<file path="config.mk">
export PLATFORM = sky130hd
export DESIGN_NAME = renode_axi_read_arbiter
export DESIGN_NICKNAME = d
export VERILOG_FILES = /design/src/rtl/renode_axi_pkg.sv /design/src/rtl/renode_rr_arbiter.sv /design/src/rtl/renode_axi_read_arbiter.sv
export SDC_FILE = /design/constraint.sdc
export NUM_CORES = 1
export LEC_CHECK = 0
export CORE_MARGIN = 2
export CORE_UTILIZATION = 27
export DETAILED_ROUTE_END_ITERATION = 10
export GPL_TIMING_DRIVEN = 1
export PLACE_DENSITY = 0.79
export SYNTH_ARGS = -nofsm -noshare
export SYNTH_HDL_FRONTEND = slang
export SYNTH_SLANG_ARGS = --single-unit
</file>
<file path="constraint.sdc">
create_clock -name aclk -period 2.1 [get_ports aclk]
set_input_delay 0.63 -clock aclk [delete_from_list [all_inputs] [get_ports aclk]]
set_output_delay 0.63 -clock aclk [all_outputs]
set_load 0.02 [all_outputs]
</file>
<file path="src/rtl/renode_axi_pkg.sv">
// -----------------------------------------------------------------------------
// renode_axi_pkg
// Shared AXI types and constants for the Renode AXI bridge blocks.
//   arbiter_state_e : read-arbiter FSM states
//   burst_size_t    : AXI AxSIZE
//   burst_length_t  : AXI AxLEN (beats - 1)
//   burst_type_e    : AXI AxBURST
//   response_e      : AXI xRESP
//   MaxBeats        : longest AXI4 burst in beats
// -----------------------------------------------------------------------------
package renode_axi_pkg;

  typedef enum logic [1:0] {
    Idle,
    Addr,
    Data
  } arbiter_state_e;

  typedef logic [2:0] burst_size_t;
  typedef logic [7:0] burst_length_t;

  typedef enum logic [1:0] {
    Fixed    = 2'b00,
    Incr     = 2'b01,
    Wrap     = 2'b10,
    Reserved = 2'b11
  } burst_type_e;

  typedef enum logic [1:0] {
    Okay   = 2'b00,
    ExOkay = 2'b01,
    SlvErr = 2'b10,
    DecErr = 2'b11
  } response_e;

  localparam int unsigned MaxBeats       = 256;
  // One extra bit so a full 256-beat burst count is representable.
  localparam int unsigned BeatCountWidth = $clog2(MaxBeats) + 1;

  // Number of data beats described by an AxLEN value.
  function automatic logic [BeatCountWidth-1:0] beats_in_burst(input burst_length_t len);
    return {1'b0, len} + BeatCountWidth'(1);
  endfunction

endpackage

</file>
<file path="src/rtl/renode_rr_arbiter.sv">
// -----------------------------------------------------------------------------
// renode_rr_arbiter
// Round-robin picker: combinationally selects the first asserted request
// scanning upward from the requester after last_grant, with wrap-around.
// last_grant is registered and updated when the caller commits a pick.
// Ports:
//   aclk, areset : clock, synchronous active-high reset (last_grant -> N-1,
//                  so requester 0 wins first)
//   request      : per-requester request vector
//   advance      : commit the current pick into last_grant
//   grant        : index of the picked requester
//   grant_valid  : at least one request is asserted
// -----------------------------------------------------------------------------
module renode_rr_arbiter #(
  parameter  int unsigned NumRequesters = 2,
  localparam int unsigned IndexWidth    = $clog2(NumRequesters)
) (
  input  logic                     aclk,
  input  logic                     areset,
  input  logic [NumRequesters-1:0] request,
  input  logic                     advance,
  output logic [IndexWidth-1:0]    grant,
  output logic                     grant_valid
);

  logic [IndexWidth-1:0] r_last_grant;
  int unsigned           w_scan;

  always_comb begin
    grant       = r_last_grant;
    grant_valid = 1'b0;
    w_scan      = 0;
    for (int unsigned k = 1; k <= NumRequesters; k++) begin
      w_scan = (int'(r_last_grant) + k) % NumRequesters;
      if (!grant_valid && request[IndexWidth'(w_scan)]) begin
        grant_valid = 1'b1;
        grant       = IndexWidth'(w_scan);
      end
    end
  end

  always_ff @(posedge aclk) begin
    if (areset) begin
      r_last_grant <= IndexWidth'(NumRequesters - 1);
    end else if (advance && grant_valid) begin
      r_last_grant <= grant;
    end
  end

endmodule

</file>
<file path="src/rtl/renode_axi_read_arbiter.sv">
// -----------------------------------------------------------------------------
// renode_axi_read_arbiter
// Shares one AXI read port (AR/R) between NumManagers read managers.
// Round-robin arbitration on AR, one outstanding burst at a time; R beats are
// steered to the granted manager until rlast. No ID remapping.
// Ports:
//   aclk, areset          : clock, synchronous active-high reset
//   m_ar*                 : per-manager AR channels, manager i at slice i
//   m_rvalid / m_rready   : per-manager R handshake
//   m_rdata/rid/rresp/rlast : broadcast copy of the subordinate R payload
//   s_ar* / s_r*          : single AR/R port towards the subordinate
//   grant_index           : current or most recent granted manager
//   protocol_error        : sticky flag, rlast disagreed with the beat count
// -----------------------------------------------------------------------------
module renode_axi_read_arbiter
  import renode_axi_pkg::*;
#(
  parameter  int unsigned NumManagers        = 2,
  parameter  int unsigned AddressWidth       = 32,
  parameter  int unsigned DataWidth          = 32,
  parameter  int unsigned TransactionIdWidth = 8,
  localparam int unsigned GrantWidth         = $clog2(NumManagers)
) (
  input  logic                                     aclk,
  input  logic                                     areset,

  input  logic [NumManagers-1:0]                   m_arvalid,
  output logic [NumManagers-1:0]                   m_arready,
  input  logic [NumManagers*AddressWidth-1:0]      m_araddr,
  input  logic [NumManagers*TransactionIdWidth-1:0] m_arid,
  input  logic [NumManagers*8-1:0]                 m_arlen,
  input  logic [NumManagers*3-1:0]                 m_arsize,
  input  logic [NumManagers*2-1:0]                 m_arburst,

  output logic [NumManagers-1:0]                   m_rvalid,
  input  logic [NumManagers-1:0]                   m_rready,
  output logic [DataWidth-1:0]                     m_rdata,
  output logic [TransactionIdWidth-1:0]            m_rid,
  output logic [1:0]                               m_rresp,
  output logic                                     m_rlast,

  output logic                                     s_arvalid,
  output logic [AddressWidth-1:0]                  s_araddr,
  output logic [TransactionIdWidth-1:0]            s_arid,
  output burst_length_t                            s_arlen,
  output burst_size_t                              s_arsize,
  output logic [1:0]                               s_arburst,
  input  logic                                     s_arready,

  input  logic                                     s_rvalid,
  input  logic [DataWidth-1:0]                     s_rdata,
  input  logic [TransactionIdWidth-1:0]            s_rid,
  input  logic [1:0]                               s_rresp,
  input  logic                                     s_rlast,
  output logic                                     s_rready,

  output logic [GrantWidth-1:0]                    grant_index,
  output logic                                     protocol_error
);

  arbiter_state_e              r_state;
  arbiter_state_e              w_state_next;

  logic [GrantWidth-1:0]       r_grant;
  logic [GrantWidth-1:0]       w_pick;
  logic                        w_pick_valid;
  logic                        w_arb_advance;
  burst_length_t               w_pick_arlen;

  logic [BeatCountWidth-1:0]   r_expected_beats;
  logic [BeatCountWidth-1:0]   r_beat_count;
  logic [BeatCountWidth-1:0]   w_beat_next;
  logic                        r_protocol_error;

  logic                        w_ar_hs;
  logic                        w_r_hs;

  // last_grant is committed when the pick is taken in Idle rather than when
  // the burst completes; it is only consulted in Idle and a reset clears it,
  // so the arbitration order is the same as updating it on rlast.
  assign w_arb_advance = (r_state == Idle);

  renode_rr_arbiter #(
    .NumRequesters(NumManagers)
  ) u_rr_arbiter (
    .aclk        (aclk),
    .areset      (areset),
    .request     (m_arvalid),
    .advance     (w_arb_advance),
    .grant       (w_pick),
    .grant_valid (w_pick_valid)
  );

  assign w_pick_arlen = m_arlen[w_pick*8 +: 8];

  // AR payload follows the registered grant; only the valid is state-gated.
  assign s_araddr  = m_araddr[r_grant*AddressWidth +: AddressWidth];
  assign s_arid    = m_arid[r_grant*TransactionIdWidth +: TransactionIdWidth];
  assign s_arlen   = m_arlen[r_grant*8 +: 8];
  assign s_arsize  = m_arsize[r_grant*3 +: 3];
  assign s_arburst = m_arburst[r_grant*2 +: 2];

  // R payload is broadcast; managers qualify it with their own m_rvalid.
  assign m_rdata = s_rdata;
  assign m_rid   = s_rid;
  assign m_rresp = s_rresp;
  assign m_rlast = s_rlast;

  assign w_ar_hs     = (r_state == Addr) && s_arvalid && s_arready;
  assign w_r_hs      = (r_state == Data) && s_rvalid && s_rready;
  assign w_beat_next = r_beat_count + BeatCountWidth'(1);

  assign grant_index    = r_grant;
  assign protocol_error = r_protocol_error;

  // State register
  always_ff @(posedge aclk) begin
    if (areset) begin
      r_state <= Idle;
    end else begin
      r_state <= w_state_next;
    end
  end

  // Next-state logic
  always_comb begin
    w_state_next = r_state;
    unique case (r_state)
      Idle:    if (w_pick_valid)       w_state_next = Addr;
      Addr:    if (w_ar_hs)            w_state_next = Data;
      Data:    if (w_r_hs && s_rlast)  w_state_next = Idle;
      default:                         w_state_next = Idle;
    endcase
  end

  // Output steering
  always_comb begin
    m_arready = '0;
    m_rvalid  = '0;
    s_arvalid = 1'b0;
    s_rready  = 1'b0;
    unique case (r_state)
      Addr: begin
        s_arvalid          = m_arvalid[r_grant];
        m_arready[r_grant] = s_arready;
      end
      Data: begin
        m_rvalid[r_grant] = s_rvalid;
        s_rready          = m_rready[r_grant];
      end
      default: ;
    endcase
  end

  // Grant, beat accounting and rlast consistency check
  always_ff @(posedge aclk) begin
    if (areset) begin
      r_grant          <= GrantWidth'(NumManagers - 1);
      r_expected_beats <= '0;
      r_beat_count     <= '0;
      r_protocol_error <= 1'b0;
    end else begin
      if ((r_state == Idle) && w_pick_valid) begin
        r_grant          <= w_pick;
        r_expected_beats <= beats_in_burst(w_pick_arlen);
      end
      if (w_ar_hs) begin
        r_beat_count <= '0;
      end
      if (w_r_hs) begin
        if (r_beat_count != BeatCountWidth'(MaxBeats)) begin
          r_beat_count <= w_beat_next;
        end
        // Flags both an early rlast and a missing rlast on the final beat.
        if (s_rlast != (w_beat_next == r_expected_beats)) begin
          r_protocol_error <= 1'b1;
        end
      end
    end
  end

endmodule
</file>
==> results.txt, run 1 <==
Worst Path Arrival: 1.46 ns
Setup violators final: 0
Max-cap check violation count: 0
Io pins: 261
FP Rows: 35
Minimum clock period: 2.09 ns
Final layout net count: 641
Hold Buf Count CTS: 0
Compound-gate portion of the synthesized area: 0.112
DRT Wirelength: 11000 microns
TritonCTS clock tree: built
Critical path's largest stage delay: 0.40 ns
Crit. End Element: output pin
Vias in the first global route: 2844
Seq cells post-synth: 22
Clk slew on worst S/H paths: 0.08 ns
Crit path buffers/inverters: 2
Mux cell area share after synthesis: 0.277
Post-Synth Adder-Cell Area: 0.0149
H-tree depth: 1
Clk_lat worst skew: 0.26 ns
Max VDD drop: 0.000262 V
Leakage: 0.00229 uW
Status: completed
Vias: 2874
CP top delay family: buffers and inverters
Main combinational cell family by area after synthesis: multiplexers
Total GRT Usage: 0.207
Worst path cell trace: clkdlybuf4s50_1, mux2_4, buf_6
PortBufs: 176
Pre-antenna DRT Iters: 4
Top area cells in the synthesized netlist: mux2_2, dfxtp_1, buf_4, a21oi_1, nand2_1
Post-Syn Instances: 309
Hold path start: r_expected_beats[5]
Routed Antenna Nets: 0
Yosys warns: 0
Core area: 0.00915 sq mm
Post-synth EDFFs: 0
First-pass GRT wire length: 16000 microns
Ys async rst share: 0
Maximum clock frequency: 478 MHz
Worst hold path class: reg -> reg
Max clock buf depth: 2
Post-DP HPWL: 9190 microns
Sink Count: 22
CP Class: in -> out
Die ar.: 0.0101 sq mm
Least-Margin Pin Slew: 0.441 ns
Area fraction in and, or, nand and nor cells after synthesis: 0.202
Crit path required time: 1.47 ns
DRC: 0
Relative slew slack: 0.702
Area delta synth->final: 87.9%
Sequential-to-total area share from yosys stat: 0.174
Slew Viols, Final: 0
Most used flip-flop cell after synthesis: dfxtp_1
Setup WS post-layout: 0.0101 ns
Cts bufs inserted: 3
Initial core utilization: 0.276
Reg-to-Reg Start: grant_index
XOR/XNOR share of the synthesized area: 0.0520
Vias per cell: 4.86
Diode count: 0
Critical path's slowest cell: clkdlybuf4s50_1
Floorplan die width: 101 microns
Initial antenna violation count: 2
Final hold slack: 0.470 ns
Layout cells sized above 1: 0.400
Largest net degree at the start of global routing: 22
Placer congestion estimate: 0.914
Cell Area, Synth: 0.00253 sq mm
Pwr Density: 459 mW/mm^2
Area leader, netlist: mux2_2
Distinct cell type count after synthesis: 47
Avg Cell Area, Syn: 8.18 sq um
Final hold violation count: 0
Crit start category: input pin
Crit Path Max Fanout: 1
Post-route clock skew: 0.00241 ns
RSZ-0062 raised after global routing: true
Pre-CTS WS: -0.757 ns
DR iter-0 viols: 111
Mapped Nets: 469
CTS root buf: clkbuf_8
CP startpoint: m_araddr[1]
Synth top area share: 0.241
Final Cycle Share: 0.995
GRT overflow: 0
Drt wl/cell: 18.7 microns
Height of the chip: 101 microns
cells by family (layout without fill, tap and decap cells):
kind of cell | after synthesis | count (layout)
AOI/OAI and AO/OA | 48 | 48
muxes | 63 | 63
buffers and inverters | 66 | 237
DFF | 22 | 22
adders and majority gates | 3 | 3
and+or+nand+nor | 92 | 92
xor gates and xnor gates | 15 | 15
routing by layer:
layer  vias up  global-route usage  part of all wire
met3        28               0.140              0.14
met1      1323               0.217              0.35
met5         -              0.0564            0.0089
li1       1386                   -                 -
met2       131               0.333              0.47
met4         6              0.0548             0.024
what timing repair did:
action                     4_1_cts  5_1_grt
gates resized for setup        311       98
setup buffers                    2        1
pin swaps                        9        6
setup endpoints to repair       73       65
gates cloned                     1        0
synth_stat cells, types with 5 or more instances:
library cell  count
a21oi_1          20
buf_4            44
clkbuf_1          8
dfxtp_1          22
inv_1             6
mux2_2           54
mux2i_1           8
nand2_1          25
nand3_1           8
nor2_1           14
nor2b_1           9
nor3_1            5
o21ai_1           8
or3_1             5
xnor2_1           8
xor2_1            7
worst register-to-register path, stage by stage, from the launching register on:
cell and delay, ns:
dfxtp_4 0.46, buf_6 0.18, nand2b_4 0.14, nand2_4 0.07, mux2_4 0.22, ha_4 0.13, o21ai_2 0.06, or4_1 0.48
nand3_1 0.10, a21oi_1 0.07
through the flow:
stage	setup TNS [ns]	std cells	util	power, uW	area (sq um)
global route	-0.0221	591	0.519	2280	4750
detailed placement	-28.86	583	0.481	1700	4400
floorplan	0	309	-	1170	2540
CTS	-0.0272	590	0.487	2090	4460
global placement	-27.92	583	0.481	1690	4400
finish	0	591	0.519	2180	4750
power breakdown:
part           internal, uW  leakage [uW]  switching (uW)
Combinational           746       0.00207             565
Sequential              444      0.000180            28.9
Clock                   255     0.0000357             141
Total                  1440       0.00229             735
registers in the layout (all words and copies together) (netlist names):
| signal | flops |
|---|---|
| r_expected_beats | 9 |
| r_beat_count | 9 |
| protocol_error | 1 |
| grant_index | 1 |
| r_state | 2 |
layout make-up:
| class | instances | area (sq um) |
|---|---|---|
| repair buffers | 226 | 2230 |
| well taps | 111 | 139 |
| clock inverters | 1 | 30.0 |
| multi-input cells | 221 | 1840 |
| flip-flops and latches | 22 | 444 |
| fillers | 814 | 4410 |
| inverters | 7 | 26.3 |
| clock buffers | 3 | 41.3 |
placed cells by master, fill, tap and decap left out, types with 3 or more instances in the layout:
cell type,n
dlygate4sd2_1,20
a211oi_1,3
xor2_1,7
mux2_2,31
nor2_1,13
a21oi_1,16
o31ai_1,3
nor2b_1,9
nor4_1,3
and3_1,4
nand3b_1,3
clkdlybuf4s50_1,72
buf_4,43
nor3_1,5
inv_1,6
clkbuf_8,3
dlymetal6s2s_1,24
o21ai_1,6
xnor2_1,8
nand2_1,25
or3_1,4
mux2i_1,6
buf_2,12
nand3_1,7
a21oi_2,4
dfxtp_1,21
buf_6,49
mux2_4,24
o21ai_0,4
path summary, 6_finish.rpt:
check                        end  slack, ns  cells after the start
max                  s_araddr[1]       0.01                      3
min          r_expected_beats[5]       0.47                      2
max reg2reg  r_expected_beats[6]       0.08                      9
min reg2reg  r_expected_beats[5]       0.47                      2
Power figures use the tool's default switching activity.
==> run 2, diff against run 1 <==
ABC_AREA = 1   (was default)
CORE_AREA = 2 2 101 103   (was default)
CORE_MARGIN = default   (was 2)
CORE_UTILIZATION = default   (was 27)
DIE_AREA = 0 0 103 105   (was default)
PLACE_DENSITY = 0.73   (was 0.79)
clock period = 2.05 ns   (was 2.1 ns; I/O delays follow)
==> results.txt, run 2 <==
Final hold violation count: 0
Final core occ: 0.445
Maximum clock frequency: 497 MHz
Largest net degree at the start of global routing: 28
Minimum clock period: 2.01 ns
Critical path's slowest cell: clkdlybuf4s50_1
Cell Area, Synth: 0.00247 sq mm
Post-synth EDFFs: 0
Sequential-to-total area share from yosys stat: 0.178
Crit Path Max Fanout: 1
Diode count: 0
Max-cap check violation count: 0
Endpoint of the most critical register-to-register path: r_expected_beats[0]
Least-Margin Pin Slew: 0.364 ns
Reg-to-Reg Start: grant_index
CP top delay family: buffers and inverters
Sink Count: 22
Slew Viols, Final: 0
Top area cells in the synthesized netlist: nand2_1, dfxtp_1, buf_4, inv_1, nand3_1
Placer congestion estimate: 0.878
Final Cycle Share: 0.982
Crit. End Element: output pin
Fillers: 1024
GRT overflow: 0
H-tree depth: 1
Hold Buf Count CTS: 0
CP Class: in -> out
Height of the chip: 105 microns
Yosys warns: 0
Crit path buffers/inverters: 2
Hold path start: protocol_error
Routed Antenna Nets: 0
Worst Path Arrival: 1.40 ns
TritonCTS clock tree: built
Critical Path Most Common Cell: nand2_1
Drt wl/cell: 13.7 microns
Vias: 3267
CTS root buf: clkbuf_8
Cell area after layout: 0.00429 sq mm
Worst path cell trace: clkdlybuf4s50_1, nand2_1, nand2_1, buf_2
Mapped Nets: 616
Total GRT Usage: 0.185
DRT Wirelength: 10300 microns
Pre-antenna DRT Iters: 4
Cts bufs inserted: 3
Most used flip-flop cell after synthesis: dfxtp_1
Floorplan die width: 103 microns
CP startpoint: m_araddr[31]
Commonest cells in the netlist: nand2_1, buf_4, inv_1
Distinct cell type count after synthesis: 29
Die ar.: 0.0108 sq mm
Final layout net count: 780
Most common cell after layout, fill and taps aside: nand2_1
Seq cells post-synth: 22
Avg Cell Area, Syn: 5.42 sq um
Clk slew on worst S/H paths: 0.08 ns
Max clock buf depth: 2
Area leader, netlist: nand2_1
First-pass GRT wire length: 15800 microns
DRC: 0
Worst Hold End: protocol_error
Post-route clock skew: 0.00372 ns
Crit start category: input pin
Synth top area share: 0.308
Status: completed
Clk_lat worst skew: 0.27 ns
Count leader, synth: nand2_1
FP Rows: 36
Vias per cell: 4.34
R2R depth: 12
Post-Syn Instances: 456
Commonest cells after routing, fill and taps aside: nand2_1, clkdlybuf4s50_1, buf_2, buf_4, inv_1
RSZ-0062 raised after global routing: false
Setup slack, reg-to-reg: 0.14 ns
Area delta synth->final: 73.6%
Placed Area: 0.00427 sq mm
Initial antenna violation count: 0
Hold depth: 2
Setup_tns: 0 ns
Top flop regs: r_beat_count x9, r_expected_beats x9, r_state x2
Io pins: 261
Leakage: 0.00219 uW
PortBufs: 176
Setup violators final: 0
Post-DP HPWL: 8860 microns
Core area: 0.00964 sq mm
Layout cells sized above 1: 0.241
Ys async rst share: 0
Max VDD drop: 0.000215 V
Critical path's largest stage delay: 0.50 ns
Crit path required time: 1.43 ns
Pwr Density: 549 mW/mm^2
Relative slew slack: 0.756
Worst hold path class: reg -> reg
Vias in the first global route: 3241
Final hold slack: 0.455 ns
Initial core utilization: 0.257
DR iter-0 viols: 89
## run 2: cell count changes in the layout (fill, tap and decap cells not counted), moves of 18 or more
cell / delta
mux2_4: -24
inv_1: +27
nand3_1: +18
nand2_1: +175
buf_2: +32
mux2_2: -31
buf_6: -36
clkdlybuf4s50_1: +26
## run 2: per-stage QoR
stage | cells | total power [uW] | setup slack (ns)
3_5_place_dp | 739 | 2100 | -0.752
5_1_grt | 752 | 2520 | 0.000739
6_report | 752 | 2360 | 0.0368
4_1_cts | 750 | 2320 | -0.00222
2_1_floorplan | 456 | 1380 | 0.0345
3_3_place_gp | 739 | 2080 | -0.706
## run 2: where the power goes
part / switching, uW / internal, uW / total, uW
clock: 148 / 172 / 319
sequential: 28.7 / 471 / 500
combinational: 849 / 690 / 1540
## run 2: per-layer routing
| layer | track usage | wire, microns | up-vias |
|---|---|---|---|
| li1 | - | - | 1704 |
| met4 | 0.0564 | 220 | 0 |
| met5 | 0 | 0 | - |
| met1 | 0.180 | 3600 | 1421 |
| met2 | 0.336 | 5170 | 119 |
| met3 | 0.0923 | 1320 | 23 |
## run 2: worst max-delay path by stage
stage              endpoint  slack (ns)  cells after the start
6_report       s_araddr[31]        0.04                      4
5_1_grt         s_araddr[5]      0.0007                      4
4_1_cts        m_arready[0]      -0.002                      4
3_5_place_dp      s_arvalid       -0.75                      6
3_3_place_gp      s_arvalid       -0.71                      6
2_1_floorplan   m_rvalid[1]        0.03                      4
## run 2: logic make-up after synthesis
kind of cell,count (synthesis),synth area share
and+or+nand+nor,266,0.435
buffers and inverters,103,0.225
AOI/OAI and AO/OA,55,0.122
DFF,22,0.178
xor gates and xnor gates,7,0.0248
adders and majority gates,3,0.0152
## run 2: worst reg2reg max path, stage by stage, from the launching register on
cell and delay [ns]:
dfxtp_2 0.35, buf_6 0.14, o21ai_4 0.21, inv_2 0.10
o21ai_2 0.14, inv_1 0.07, buf_4 0.13, buf_4 0.12
buf_4 0.12, buf_4 0.12, buf_4 0.12, buf_4 0.12
a21oi_1 0.11
## run 2: layout make-up
class                   count  area (sq um)  area share
well taps                 133           166      0.0388
repair buffers            217          1880       0.438
inverters                  45           169      0.0393
clock buffers               4          55.1      0.0128
flip-flops and latches     22           443       0.103
multi-input cells         331          1580       0.368
## run 2: what timing repair did
item / 4_1_cts / 5_1_grt
cloned: 0 / 0
endpoints found under the setup margin: 69 / 22
endpoints found under the hold margin: 0 / 0
resized for setup: 296 / 45
setup buffers: 7 / 2
pin swaps: 11 / 15
==> run 3, diff against run 2 <==
SLEW_MARGIN = 5   (was default)
==> results of run 3 <==
No change in the layout: final DEF, timing and power equal those of run 2.
